File: src/rtl/mem_port_arbiter_pkg.sv
// Shared types and constants for the unified-memory port arbiter.
//   state_e : arbiter FSM state (IDLE = may grant, WAIT = counting read latency)
//   owner_e : which requester owns the transaction in flight
package mem_port_arbiter_pkg;

  typedef enum logic {
    IDLE = 1'b0,
    WAIT = 1'b1
  } state_e;

  typedef enum logic [1:0] {
    OWN_NONE = 2'd0,
    OWN_I    = 2'd1,
    OWN_D    = 2'd2
  } owner_e;

  // Deepest memory read latency the latency counter can track.
  localparam int MEM_LAT_MAX = 7;
  localparam int CNT_W       = 3;

endpackage

File: src/rtl/mem_port_arbiter_if.sv
// Bundle of requester-side and memory-side signals of the arbiter.
//   i_*    : instruction-fetch requester (req/gnt, response)
//   d_*    : data load/store requester (req/gnt, response)
//   m_*    : single-port synchronous memory macro
//   busy   : a transaction is in flight
// Modports: slave = the arbiter; master = requesters plus memory.
interface mem_port_arbiter_if;
  logic        i_req;
  logic [31:0] i_addr;
  logic        i_gnt;
  logic        i_rvalid;
  logic [31:0] i_rdata;

  logic        d_req;
  logic        d_we;
  logic [3:0]  d_be;
  logic [31:0] d_addr;
  logic [31:0] d_wdata;
  logic        d_gnt;
  logic        d_rvalid;
  logic [31:0] d_rdata;

  logic [9:0]  m_addr;
  logic        m_we;
  logic [3:0]  m_be;
  logic [31:0] m_wdata;
  logic [31:0] m_rdata;

  logic        busy;

  modport slave (
    input  i_req, i_addr, d_req, d_we, d_be, d_addr, d_wdata, m_rdata,
    output i_gnt, i_rvalid, i_rdata, d_gnt, d_rvalid, d_rdata,
           m_addr, m_we, m_be, m_wdata, busy
  );

  modport master (
    output i_req, i_addr, d_req, d_we, d_be, d_addr, d_wdata, m_rdata,
    input  i_gnt, i_rvalid, i_rdata, d_gnt, d_rvalid, d_rdata,
           m_addr, m_we, m_be, m_wdata, busy
  );
endinterface

File: src/rtl/mem_arb_pick.sv
// Combinational winner selection between fetch and data requesters.
//   i_req, d_req : raw requests
//   starved      : fetch port has been denied STARVE_MAX cycles (RR_MODE = 0)
//   prefer_d     : round-robin pointer says data goes next (RR_MODE = 1)
//   win_i, win_d : one-hot (or zero) winner; caller gates with arbitration-open
module mem_arb_pick #(
  parameter bit RR_MODE = 1'b0
) (
  input  logic i_req,
  input  logic d_req,
  input  logic starved,
  input  logic prefer_d,
  output logic win_i,
  output logic win_d
);

  logic d_first;

  always_comb begin
    // NOTE: every output gets a default first so no path leaves it unassigned (no latch).
    win_i   = 1'b0;
    win_d   = 1'b0;
    d_first = RR_MODE ? prefer_d : !starved;
    if (i_req && d_req) begin
      win_d = d_first;
      win_i = !d_first;
    end else begin
      win_i = i_req;
      win_d = d_req;
    end
  end

endmodule

File: src/rtl/mem_port_arbiter.sv
// Shares one single-port synchronous memory between the instruction-fetch and
// data requesters. One transaction in flight; response MEM_LAT cycles after
// the grant; back-to-back issue allowed in the response cycle.
//   clk  : rising-edge clock
//   rst  : asynchronous active-high reset
//   bus  : requester/memory signal bundle (slave side)
// Parameters: MEM_LAT (1..7), STARVE_MAX, RR_MODE (0 = data priority with
// starvation guard, 1 = strict round-robin).
module mem_port_arbiter
  import mem_port_arbiter_pkg::*;
#(
  parameter int MEM_LAT    = 1,
  parameter int STARVE_MAX = 4,
  parameter bit RR_MODE    = 1'b0
) (
  input  logic         clk,
  input  logic         rst,
  mem_port_arbiter_if.slave bus
);

  if (MEM_LAT < 1 || MEM_LAT > MEM_LAT_MAX) begin : g_lat_chk
    $error("mem_port_arbiter: MEM_LAT out of range 1..7");
  end

  localparam int               SW       = (STARVE_MAX < 1) ? 1 : $clog2(STARVE_MAX + 1);
  localparam logic [CNT_W-1:0] LAT_C    = CNT_W'(MEM_LAT);
  localparam logic [SW-1:0]    STARVE_C = SW'(STARVE_MAX);

  state_e           state_q, state_d;
  owner_e           owner_q, owner_d;
  owner_e           rr_ptr_q, rr_ptr_d;   // port preferred on the next contested grant
  logic [CNT_W-1:0] cnt_q, cnt_d;         // cycles since grant
  logic [SW-1:0]    starve_q, starve_d;
  logic             store_q, store_d;     // in-flight transaction is a store

  logic resp, arb_open, pick_i, pick_d, gnt_i, gnt_d;
  logic i_rvalid, d_rvalid;

  assign resp = (state_q == WAIT) && (cnt_q == LAT_C);
  // Grants are combinational from req, so reset must mask them explicitly.
  assign arb_open = !rst && ((state_q == IDLE) || resp);

  mem_arb_pick #(.RR_MODE(RR_MODE)) u_pick (
    .i_req    (bus.i_req),
    .d_req    (bus.d_req),
    .starved  (starve_q >= STARVE_C),
    .prefer_d (rr_ptr_q == OWN_D),
    .win_i    (pick_i),
    .win_d    (pick_d)
  );

  assign gnt_i = arb_open && pick_i;
  assign gnt_d = arb_open && pick_d;

  always_comb begin
    state_d  = state_q;
    owner_d  = owner_q;
    rr_ptr_d = rr_ptr_q;
    cnt_d    = cnt_q;
    store_d  = store_q;
    starve_d = starve_q;

    if ((state_q == WAIT) && !resp) cnt_d = cnt_q + 1'b1;

    if (resp) begin
      state_d = IDLE;
      owner_d = OWN_NONE;
      cnt_d   = '0;
      store_d = 1'b0;
    end

    // A grant in the response cycle overrides the return to IDLE.
    if (gnt_i || gnt_d) begin
      state_d  = WAIT;
      owner_d  = gnt_i ? OWN_I : OWN_D;
      rr_ptr_d = gnt_i ? OWN_D : OWN_I;
      cnt_d    = CNT_W'(1);
      store_d  = gnt_d && bus.d_we;
    end

    // Counts denied fetch cycles, including cycles spent waiting on memory.
    if (!bus.i_req || gnt_i)       starve_d = '0;
    else if (starve_q < STARVE_C)  starve_d = starve_q + 1'b1;
  end

  always_ff @(posedge clk or posedge rst) begin
    if (rst) begin
      state_q  <= IDLE;
      owner_q  <= OWN_NONE;
      rr_ptr_q <= OWN_I;
      cnt_q    <= '0;
      starve_q <= '0;
      store_q  <= 1'b0;
    end else begin
      // NOTE: non-blocking assignments so every flop samples pre-edge values.
      state_q  <= state_d;
      owner_q  <= owner_d;
      rr_ptr_q <= rr_ptr_d;
      cnt_q    <= cnt_d;
      starve_q <= starve_d;
      store_q  <= store_d;
    end
  end

  assign i_rvalid = resp && (owner_q == OWN_I);
  assign d_rvalid = resp && (owner_q == OWN_D);

  assign bus.i_gnt    = gnt_i;
  assign bus.d_gnt    = gnt_d;
  assign bus.i_rvalid = i_rvalid;
  assign bus.d_rvalid = d_rvalid;
  assign bus.i_rdata  = i_rvalid ? bus.m_rdata : '0;
  assign bus.d_rdata  = (d_rvalid && !store_q) ? bus.m_rdata : '0;

  // Memory side is driven only during the grant cycle.
  assign bus.m_addr  = gnt_i ? bus.i_addr[11:2] : (gnt_d ? bus.d_addr[11:2] : '0);
  assign bus.m_we    = gnt_d && bus.d_we;
  assign bus.m_be    = gnt_i ? 4'hF : (gnt_d ? bus.d_be : 4'h0);
  assign bus.m_wdata = gnt_d ? bus.d_wdata : '0;

  assign bus.busy = (state_q == WAIT) && !(resp && (gnt_i || gnt_d));

  // Byte-offset and above-4KB address bits are deliberately ignored.
  logic unused_addr_bits;
  assign unused_addr_bits = ^{bus.i_addr[31:12], bus.i_addr[1:0],
                              bus.d_addr[31:12], bus.d_addr[1:0]};

endmodule

File: src/flat_wrapper.sv
// flat-port wrapper written by rule: the top's interface ports become plain ports
module mem_port_arbiter_flat import mem_port_arbiter_pkg::*;
#(
  parameter int MEM_LAT    = 1,
  parameter int STARVE_MAX = 4,
  parameter bit RR_MODE    = 1'b0
)
  (clk, rst, bus_i_req, bus_i_addr, bus_d_req, bus_d_we, bus_d_be, bus_d_addr, bus_d_wdata, bus_m_rdata, bus_i_gnt, bus_i_rvalid, bus_i_rdata, bus_d_gnt, bus_d_rvalid, bus_d_rdata, bus_m_addr, bus_m_we, bus_m_be, bus_m_wdata, bus_busy);
  mem_port_arbiter_if bus_i ();
  input  logic clk;
  input  logic rst;
  input wire logic [$bits(bus_i.i_req)-1:0] bus_i_req;
  input wire logic [$bits(bus_i.i_addr)-1:0] bus_i_addr;
  input wire logic [$bits(bus_i.d_req)-1:0] bus_d_req;
  input wire logic [$bits(bus_i.d_we)-1:0] bus_d_we;
  input wire logic [$bits(bus_i.d_be)-1:0] bus_d_be;
  input wire logic [$bits(bus_i.d_addr)-1:0] bus_d_addr;
  input wire logic [$bits(bus_i.d_wdata)-1:0] bus_d_wdata;
  input wire logic [$bits(bus_i.m_rdata)-1:0] bus_m_rdata;
  output wire logic [$bits(bus_i.i_gnt)-1:0] bus_i_gnt;
  output wire logic [$bits(bus_i.i_rvalid)-1:0] bus_i_rvalid;
  output wire logic [$bits(bus_i.i_rdata)-1:0] bus_i_rdata;
  output wire logic [$bits(bus_i.d_gnt)-1:0] bus_d_gnt;
  output wire logic [$bits(bus_i.d_rvalid)-1:0] bus_d_rvalid;
  output wire logic [$bits(bus_i.d_rdata)-1:0] bus_d_rdata;
  output wire logic [$bits(bus_i.m_addr)-1:0] bus_m_addr;
  output wire logic [$bits(bus_i.m_we)-1:0] bus_m_we;
  output wire logic [$bits(bus_i.m_be)-1:0] bus_m_be;
  output wire logic [$bits(bus_i.m_wdata)-1:0] bus_m_wdata;
  output wire logic [$bits(bus_i.busy)-1:0] bus_busy;
  assign bus_i.i_req = bus_i_req;
  assign bus_i.i_addr = bus_i_addr;
  assign bus_i.d_req = bus_d_req;
  assign bus_i.d_we = bus_d_we;
  assign bus_i.d_be = bus_d_be;
  assign bus_i.d_addr = bus_d_addr;
  assign bus_i.d_wdata = bus_d_wdata;
  assign bus_i.m_rdata = bus_m_rdata;
  assign bus_i_gnt = bus_i.i_gnt;
  assign bus_i_rvalid = bus_i.i_rvalid;
  assign bus_i_rdata = bus_i.i_rdata;
  assign bus_d_gnt = bus_i.d_gnt;
  assign bus_d_rvalid = bus_i.d_rvalid;
  assign bus_d_rdata = bus_i.d_rdata;
  assign bus_m_addr = bus_i.m_addr;
  assign bus_m_we = bus_i.m_we;
  assign bus_m_be = bus_i.m_be;
  assign bus_m_wdata = bus_i.m_wdata;
  assign bus_busy = bus_i.busy;
  mem_port_arbiter #(.MEM_LAT(MEM_LAT), .STARVE_MAX(STARVE_MAX), .RR_MODE(RR_MODE)) u_core (.clk(clk), .rst(rst), .bus(bus_i));
endmodule
File: config.mk
export PLATFORM = sky130hd
export DESIGN_NAME = mem_port_arbiter_flat
export DESIGN_NICKNAME = d
export VERILOG_FILES = /design/src/rtl/mem_port_arbiter_pkg.sv /design/src/rtl/mem_port_arbiter_if.sv /design/src/rtl/mem_arb_pick.sv /design/src/rtl/mem_port_arbiter.sv /design/src/flat_wrapper.sv
export SDC_FILE = /design/constraint.sdc
export NUM_CORES = 1
export LEC_CHECK = 0
export ABC_AREA = 0
export BUFFER_PORTS_ARGS = -buffer_cell sky130_fd_sc_hd__buf_2
export CORE_AREA = 2 2 99 101
export DETAILED_ROUTE_END_ITERATION = 6
export DIE_AREA = 0 0 101 103
export PLACE_DENSITY = 0.65
export SLEW_MARGIN = 20
export SYNTH_ARGS = -nofsm -noshare
export SYNTH_HDL_FRONTEND = slang
export SYNTH_SLANG_ARGS = --single-unit
File: constraint.sdc
create_clock -name clk -period 1.43 [get_ports clk]
set_input_delay 0 -clock clk [delete_from_list [all_inputs] [get_ports clk]]
set_output_delay 0 -clock clk [all_outputs]
set_load 0.02 [all_outputs]
Word-level counts from Yosys, hierarchy flattened
Index checks and enable logic that the tools add are counted.
- output and inout bits: 116
- ROM bits: 0
- register bits after elaboration: 10
- bits in writable memories: 0
- latch bits: 0
- word-level logic and storage cells: 57
- memories kept: 0
- input bits: 137
- $lt $le $gt $ge: 2
- multipliers: 0
- muxes and demuxes: 20
- div/mod/pow operators: 0
- add/sub/neg operators: 2
- shift-type cells: 0
- bitwise operators: 1
- reductions and logical operators: 24
- eq/ne operators: 3
- operator list (cell ; count):
    32-bit two-way mux ; 3
    10-bit two-way mux ; 2
    3-bit two-way mux ; 5
    1-bit logical AND ; 12
    4-bit two-way mux ; 2
    3-bit by 1-bit adder with 3-bit output, second input constant ; 2
    1-bit zero test ; 6
    2-bit two-way mux ; 3
    1-bit two-way mux ; 5
    2-bit nonzero test ; 2
    3-bit by 1-bit equality test with 1-bit output, second input constant ; 1
    3-bit greater-or-equal comparator, second input constant ; 1
    1-bit logical OR ; 3
    3-bit less-than comparator, second input constant ; 1
    3-bit nonzero test ; 1
    2-bit by 1-bit equality test with 1-bit output, second input constant ; 1
    2-bit equality test, second input constant ; 1
    1-bit inverter ; 1

Depth between registers and ports, before layout
Gate-level depths: netlist of the first run.
- depth after elaboration: 9
- mapped depth: 7
- mapped depth without buffers: 5

Cells and area by module
Synthesis of the first run repeated with hierarchy kept, for this count alone.
- cells, all modules: 200
- area, all modules: 1537.7 um^2
- by module, submodules not included (module ; area an instance (um^2) ; seq. area each (um^2) ; cells each ; instances):
    mem_port_arbiter ; 1519.0 ; 301.5 ; 197 ; 1
    mem_arb_pick ; 18.8 ; 0.0 ; 3 ; 1

Least setup slack after synthesis of the first run
OpenSTA, ideal clock, no wires.
- path kind: register to output
- start point: reg u_core.cnt_q[1]
- end point: out bus_m_wdata[23]
- path buffers: 2
- data arrival time: 1.632 ns
- stages on the path, launching flop included: 8
- slack: -0.202 ns
- data required time: 1.430 ns
- path through: dfrtp_1 -> inv_1 -> ha_1 -> nand2b_1 -> buf_4 -> a211oi_4 -> buf_6 -> and2_1
- word-level cells in the longest chain between the ends: 6
- ends and longest elaborated chain (what ; RTL line ; source):
    start, declared ; mem_port_arbiter.sv:32 ; logic [CNT_W-1:0] cnt_q, cnt_d;
    start signal, assigned ; mem_port_arbiter.sv:99 ; cnt_q <= cnt_d;
    3-bit by 1-bit equality test with 1-bit output ; mem_port_arbiter.sv:39 ; assign resp = (state_q == WAIT) && (cnt_q == LAT_C);
    1-bit logical AND ; mem_port_arbiter.sv:39 ;
    1-bit logical OR ; mem_port_arbiter.sv:41 ; assign arb_open = !rst && ((state_q == IDLE) || resp);
    1-bit logical AND ; mem_port_arbiter.sv:41 ;
    1-bit logical AND ; mem_port_arbiter.sv:53 ; assign gnt_d = arb_open && pick_d;
    via bus_d_gnt ; flat_wrapper.sv:23 ; output wire logic [$bits(bus_i.d_gnt)-1:0] bus_d_gnt;
    32-bit two-way mux ; mem_port_arbiter.sv:119 ; assign bus.m_wdata = gnt_d ? bus.d_wdata : '0;
    end, declared ; flat_wrapper.sv:29 ; output wire logic [$bits(bus_i.m_wdata)-1:0] bus_m_wdata;
The timed path passes the listed nets, and every way through them passes these cells.

Worst setup path after layout of the first run
- start point: reg u_core.cnt_q[1]
- end point: out bus_m_addr[4]
- word-level cells in the longest chain between the ends: 7
- elaborated cells on any way between the ends: 8
- those cells by class: eq/ne (1); mux (2); reduce/logical (5)
- ends and longest elaborated chain (what ; RTL line ; source):
    3-bit by 1-bit equality test with 1-bit output * ; mem_port_arbiter.sv:39 ;
    1-bit logical AND * ; mem_port_arbiter.sv:39 ;
    1-bit logical OR * ; mem_port_arbiter.sv:41 ;
    1-bit logical AND * ; mem_port_arbiter.sv:41 ;
    1-bit logical AND ; mem_port_arbiter.sv:53 ;
    10-bit two-way mux ; mem_port_arbiter.sv:116 ; assign bus.m_addr = gnt_i ? bus.i_addr[11:2] : (gnt_d ? bus.d_addr[11:2] : '0);
    10-bit two-way mux * ; mem_port_arbiter.sv:116 ;
    end, declared ; flat_wrapper.sv:26 ; output wire logic [$bits(bus_i.m_addr)-1:0] bus_m_addr;
Mark *: on every way between the ends. The rest lies on a longest branch, timed or not.

==> key figures, run 1 <==
Final layout
  – Multi-input logic area: about 1600 sq um
  – Fill cells: just under 900
  – Fin util: 44.43%
  – Register area: between 200 and 300 sq um
  – Area growth, synth to finish: 177.8%
  – Final #Nets: about 580
  – Layout cell share with drive strength beyond 1: 84.35%
  – Antenna cells: 0
  – Final Cell Area: 4203 sq um
  – Fin cells: ~560

GRT
  – Vias in the first global route: between 2000 and 2500
  – First-pass GRT wire length: 12.14 mm
  – Gr usage total: ~15%
  – GRT overflow: 0
  – Initial antenna violation count: 0
  – Largest net degree at the start of global routing: 34

Yosys
  – Synth Instances: roughly 210
  – Synth warn: 0
  – Yosys reg bits: 10
  – Cell variety after synth: 36
  – Seq/Total Area, Yosys: between 10% and 20%
  – Cell Area, Synth: between 1500 and 2000 sq um
  – Syn Nets: about 350
  – Syn Area/Cell: roughly 7 sq um

Timing
  – # setup viols final: approximately 120
  – Final Hold Viols: 0
  – Worst Tran Pin Value: roughly 420 ps
  – Slew HR: 72.21%
  – Max Slew Vio Count: 0
  – RSZ-0062 raised after global routing: true
  – Fin worst setup slack: -426.6 ps
  – Period utilisation layout: 129.8%
  – Min cycle time layout: between 1500 and 2000 ps
  – Max frequency: about 540 MHz
  – Worst Skew: 2.566 ps

Drt
  – Antenna viol nets, final: 0
  – Post-DR wirelength/cell: about 17 um
  – Routed wire length: between 9 and 10 mm
  – Drt pass-1 iters: 4
  – Drt drc: 0
  – 1st-iter DRT viols: 79
  – Via count: between 2000 and 2500
  – Vias per cell: 4.461

Floorplanning
  – Full die area: 10400 sq um
  – Die Wd: 101 um
  – Die H: 103 um
  – Initial Utilization: 15.99%
  – Site Rows: 36
  – Placeable Area: ~9500 sq um
  – Io pins: 253

Run
  – Max Cap Viol: 0

Pwr
  – Max VDD drop: 556.2 uV
  – P per Cell Area: around 1200 nW/um^2
  – Leak: 0.002098 uW

Place
  – # placed instances: around 530
  – Port Buffers: 208
  – Area after DPL: 3064 sq um
  – Gp weighted congestion: between 0.9 and 1
  – HPWL Detailed: between 6 and 7 mm
  – Setup slack at placement: -226.8 ps

Clocking
  – Total clock sinks: 10
  – Clock slew at the register clock pins of the worst setup and hold paths: 50 ps
  – Htree depth: 1
  – CTS tree: yes
  – TritonCTS buffer count: 3
  – Worst skew pair latency: 250 ps
  – Clock root buffer: clkbuf_8
  – Clock Tree Buf Depth: 2

Critical path
  – Largest fanout on the critical path: 8
  – CP Launch Type: flop
  – WP data arrival: approximately 1900 ps
  – Worst Setup End Kind: output pin
  – Worst Path Required: roughly 1400 ps
  – Critical path type: flop to output pin

Outcome
  – Failing checks: negative setup slack
  – Status: finished with violations

Worst hold path
  – Worst Hold Class: input pin to flop
[critical path, cell delays in order, from the launching register on]
cell and delay [ps]:
dfrtp_1 380, inv_2 80, ha_4 150, nand2b_4 60, buf_6 120, buf_4 150, a21o_4 220, clkbuf_16 180
a21oi_4 120, buf_6 130
[power by group]
| group | internal [uW] | switching, uW | leakage, uW | total [uW] |
|---|---|---|---|---|
| combinational | 2120 | 1870 | 0.00194 | 3990 |
| clock | 244 | 138 | 0.0000288 | 383 |
| sequential | 400 | 133 | 0.000126 | 533 |
| total | 2770 | 2140 | 0.00210 | 4900 |
[cells by family (layout without fill, tap and decap cells)]
group	Yosys count	count (layout)	synth area share, %
AO/OA/AOI/OAI	36	36	16.38
buffers and inverters	21	249	7.609
AND/OR/NAND/NOR	141	141	55.58
adder cells (fa/ha/maj)	3	3	2.482
flip-flops	10	10	16.54
multiplexers	2	2	1.406
[cells in the mapped netlist, drive strengths merged]
| master | instances | area [sq um] |
|---|---|---|
| dfrtp | 10 | 250.2 |
| nand3 | 11 | 55.05 |
| inv | 3 | 11.26 |
| nor3b | 1 | 7.510 |
| a211oi | 2 | 27.53 |
| nand2b | 3 | 18.77 |
| nand3b | 1 | 7.510 |
| nand2 | 20 | 75.07 |
| nor2 | 1 | 3.750 |
| ha | 3 | 37.54 |
| a21o | 4 | 30.03 |
| a22o | 2 | 17.52 |
| mux2i | 1 | 10.01 |
| and2 | 97 | 606.8 |
| o31ai | 1 | 7.510 |
| nor2b | 2 | 12.51 |
| a21bo | 1 | 16.27 |
| o22ai | 1 | 6.260 |
| nor3 | 2 | 15.01 |
| nand4b | 1 | 8.760 |
| o21ba | 1 | 10.01 |
| clkbuf | 8 | 30.03 |
| or3b | 1 | 8.760 |
| a21boi | 2 | 15.02 |
| o21ai | 4 | 20.02 |
| buf | 10 | 73.81 |
| mux2 | 1 | 11.26 |
| nor4 | 1 | 21.27 |
| o311ai | 1 | 8.760 |
| o32ai | 1 | 8.760 |
| a21oi | 16 | 80.08 |
[cell usage in the layout (no fill, tap or decap), types with 3 or more instances in the layout]
cell | netlist | routed
clkbuf_16 | 0 | 3
buf_2 | 5 | 92
buf_4 | 2 | 24
buf_8 | 0 | 3
clkbuf_8 | 0 | 4
a21oi_4 | 0 | 11
and2_2 | 0 | 10
nand2_1 | 20 | 20
dfrtp_1 | 10 | 9
a21o_1 | 4 | 3
buf_6 | 3 | 114
and2_4 | 0 | 85
a21oi_2 | 0 | 4
nand3_1 | 11 | 11
buf_12 | 0 | 4
[final cells by class]
cell class / instances / share of cell area, %
repair buffers: 242 / 51.44
inverters: 3 / 0.2679
flip-flops and latches: 10 / 5.984
well taps: 114 / 3.394
multi-input cells: 182 / 37.60
clock buffers: 4 / 1.310
[layer usage]
metal	GRT usage [%]	wire length, um	vias up
li1	-	-	1150
met1	19.83	3954	1168
met2	26.56	4559	145
met3	2.102	767	13
met4	2.495	185	0
met5	0	0	-
[path summary, 6_finish.rpt]
kind / start / to / slack [ps] / cells past startpoint
worst max-delay path: u_core.cnt_q[1]$_DFFE_PP0P_ / bus_m_addr[4] / -430 / 9
worst min-delay path: bus_d_we / u_core.store_q$_DFFE_PP0P_ / 20 / 2
worst min register to register: u_core.owner_q[1]$_DFFE_PP0P_ / u_core.owner_q[1]$_DFFE_PP0P_ / 570 / 1
min in group asynchronous: rst / u_core.store_q$_DFFE_PP0P_ / 380 / 3
max in group asynchronous: rst / u_core.state_q$_DFFE_PP0P_ / 740 / 3
worst max register to register: u_core.cnt_q[1]$_DFFE_PP0P_ / u_core.store_q$_DFFE_PP0P_ / -170 / 9
[sequential cells by signal, indices dropped and copies added (netlist names)]
name             cells
u_core.store_q       1
u_core.state_q       1
u_core.cnt_q         3
u_core.starve_q      3
u_core.owner_q       2
[through the flow]
stage,setup TNS (ps),hold slack [ps],total power [uW]
after global routing,-49240,52.29,5165
after floorplan,-4950,-159.8,2379
after global placement,-15640,72.74,3193
final,-41080,24.07,4905
after CTS,-41350,19.19,4344
after detailed placement,-19310,78.30,3249
[timing repair]
action / in CTS / in global routing
pin swaps: 4 / 9
hold buffers: 1 / 0
resized for setup: 188 / 105
hold endpoints to repair: 10 / 0
endpoints found under the setup margin: 120 / 123
gates cloned: 2 / 5
setup buffers: 6 / 6
Note: power is estimated with default switching activity, not from simulation.
==> run 2: changes to the inputs <==
HOLD_SLACK_MARGIN = 0.12   (was unset)
PLACE_DENSITY = 0.63   (was 0.65)
clock period = 2.3 ns   (was 1.43 ns; I/O delays follow)
==> key figures, run 2 (same netlist as run 1, synthesis figures left out) <==
Outcome
  – Status: complete, no violations

Pwr
  – Switch share: a little over half
  – Max VDD drop: around 500 uV
  – Sw power: between 900 and 1000 uW
  – Sequential share of power: a little under a fifth
  – Combinational power share: a little over 70%
  – P per Cell Area: ~700 nW/um^2
  – Tot Pwr: around 1800 uW
  – Leak: 0.001665 uW
  – Cell Int Power: approximately 870 uW
  – Clock power frac: about a tenth

Place
  – Gp weighted congestion: 0.7899
  – Port Buffers: ~210
  – Area after DPL: around 2600 sq um
  – HPWL Detailed: 6.262 mm
  – Setup slack at placement: 388.2 ps

Critical path
  – Largest stage delay, worst path: ~370 ps
  – Largest fanout on the critical path: 36
  – R2R Setup Slk: between 600 and 700 ps
  – Crit path max-delay family: buffers and inverters
  – Worst-path cell chain: inv_1 > ha_1 > nand2b_2 > a211oi_4 > buf_4 > and2_1 > buf_2
  – Worst Path Required: 2300 ps
  – WP data arrival: between 2000 and 2500 ps
  – Slowest stage cell, crit path: dfrtp_1
  – Worst Setup End Kind: output pin
  – WP buf/inv: 3
  – CP Launch Type: flop
  – Critical path type: flop to output pin

Floorplanning
  – Full die area: between 10000 and 15000 sq um
  – Die H: between 100 and 150 um
  – Io pins: roughly 250
  – Placeable Area: around 9500 sq um
  – Site Rows: 36
  – Die Wd: roughly 100 um
  – Initial Utilization: between 10% and 20%

Clocking
  – Worst skew pair latency: 240 ps
  – Clock Tree Buf Depth: 2
  – TritonCTS buffer count: 3
  – Htree depth: 1
  – CTS tree: yes
  – Clock root buffer: clkbuf_8
  – Clock slew at the register clock pins of the worst setup and hold paths: approximately 50 ps
  – Total clock sinks: 10

Worst hold path
  – Worst Hold Class: input pin to flop

Timing
  – # setup viols final: 0
  – Final Hold Viols: 0
  – Hold_ws: about 130 ps
  – Max Slew Vio Count: 0
  – RSZ-0062 raised after global routing: false
  – Worst Skew: between 4 and 5 ps
  – Slew HR: a little under half
  – Max frequency: between 400 and 500 MHz
  – Setup TNS: 0 ps
  – Period utilisation layout: approximately 90%
  – Worst Tran Pin Value: around 800 ps
  – Min cycle time layout: 2037 ps
  – Fin worst setup slack: around 260 ps

GRT
  – Largest net degree at the start of global routing: 37
  – GRT overflow: 0
  – Gr usage total: between 10% and 20%
  – Initial antenna violation count: 0
  – Vias in the first global route: about 1800
  – First-pass GRT wire length: around 10 mm

Final layout
  – Final #Nets: 553
  – Top flop regs: u_core.cnt_q (3), u_core.starve_q (3), u_core.owner_q (2)
  – Layout cell share with drive strength beyond 1: about 54%
  – Fill cells: ~1100
  – Antenna cells: 0
  – Area growth, synth to finish: 77.09%
  – Most frequent cells in the layout: 208 x buf_2, 97 x and2_1, 20 x nand2_1, 16 x a21oi_1, 11 x nand3_1
  – Final Cell Area: 2679 sq um
  – Commonest non-fill, non-tap cell in the layout: buf_2

Drt
  – Drt pass-1 iters: 4
  – Via count: around 2100
  – Antenna viol nets, final: 0
  – Routed wire length: roughly 7 mm
  – Post-DR wirelength/cell: between 10 and 15 um
  – Drt drc: 0
  – Vias per cell: approximately 4.1
  – 1st-iter DRT viols: 48

Run
  – Max Cap Viol: 0
==> run 2: power by group through the flow <==
| stage | Sequential (uW) | Clock (uW) | Combinational, uW |
|---|---|---|---|
| after floorplan | 293 | 0 | 965 |
| after global placement | 347 | 0 | 1270 |
| after detailed placement | 353 | 0 | 1300 |
| after CTS | 350 | 188 | 1310 |
| after global routing | 372 | 196 | 1430 |
| final | 351 | 186 | 1300 |
==> run 2: through the flow <==
step | instances | utilization, %
final | 525 | 28.32
after global routing | 525 | 28.32
after floorplan | 213 | -
after detailed placement | 520 | 27.65
after global placement | 520 | 27.65
after CTS | 525 | 28.29
==> run 2: tightest hold or removal path, stage by stage <==
cell and delay, ps:
buf_2 160, nand2b_1 110, a21oi_1 70
==> run 2: repair_timing <==
action,in CTS,in global routing
hold buffers,2,0
hold endpoints to repair,11,0
setup endpoints to repair,0,38
resized for setup,0,1
buffers inserted,0,0
==> run 2: layer usage <==
| metal | wire [um] | GRT usage [%] |
|---|---|---|
| met1 | 2937 | 14.00 |
| met2 | 3384 | 22.77 |
| met3 | 825 | 4.814 |
| met4 | 34 | 1.871 |
| met5 | 0 | 0 |
==> run 2: final cells by class <==
class	count	area (sq um)	area share, %
Tap cell	114	142.6	5.325
Multi-Input combinational cell	182	1150	42.92
Inverter	3	11.26	0.4204
Sequential cell	10	250.2	9.341
Timing Repair Buffer	213	1084	40.45
Clock buffer	3	41.29	1.541
==> run 2: worst paths after layout <==
path / startpoint / end / depth (start not counted)
max: u_core.cnt_q[1]$_DFFE_PP0P_ / bus_m_wdata[27] / 7
min: bus_d_req / u_core.starve_q[2]$_DFFE_PP0P_ / 3
max reg2reg: u_core.cnt_q[0]$_DFFE_PP0P_ / u_core.owner_q[0]$_DFFE_PP0P_ / 4
min reg2reg: u_core.owner_q[1]$_DFFE_PP0P_ / u_core.owner_q[1]$_DFFE_PP0P_ / 1
max in group asynchronous: rst / u_core.cnt_q[0]$_DFFE_PP0P_ / 3
min in group asynchronous: rst / u_core.starve_q[1]$_DFFE_PP0P_ / 3
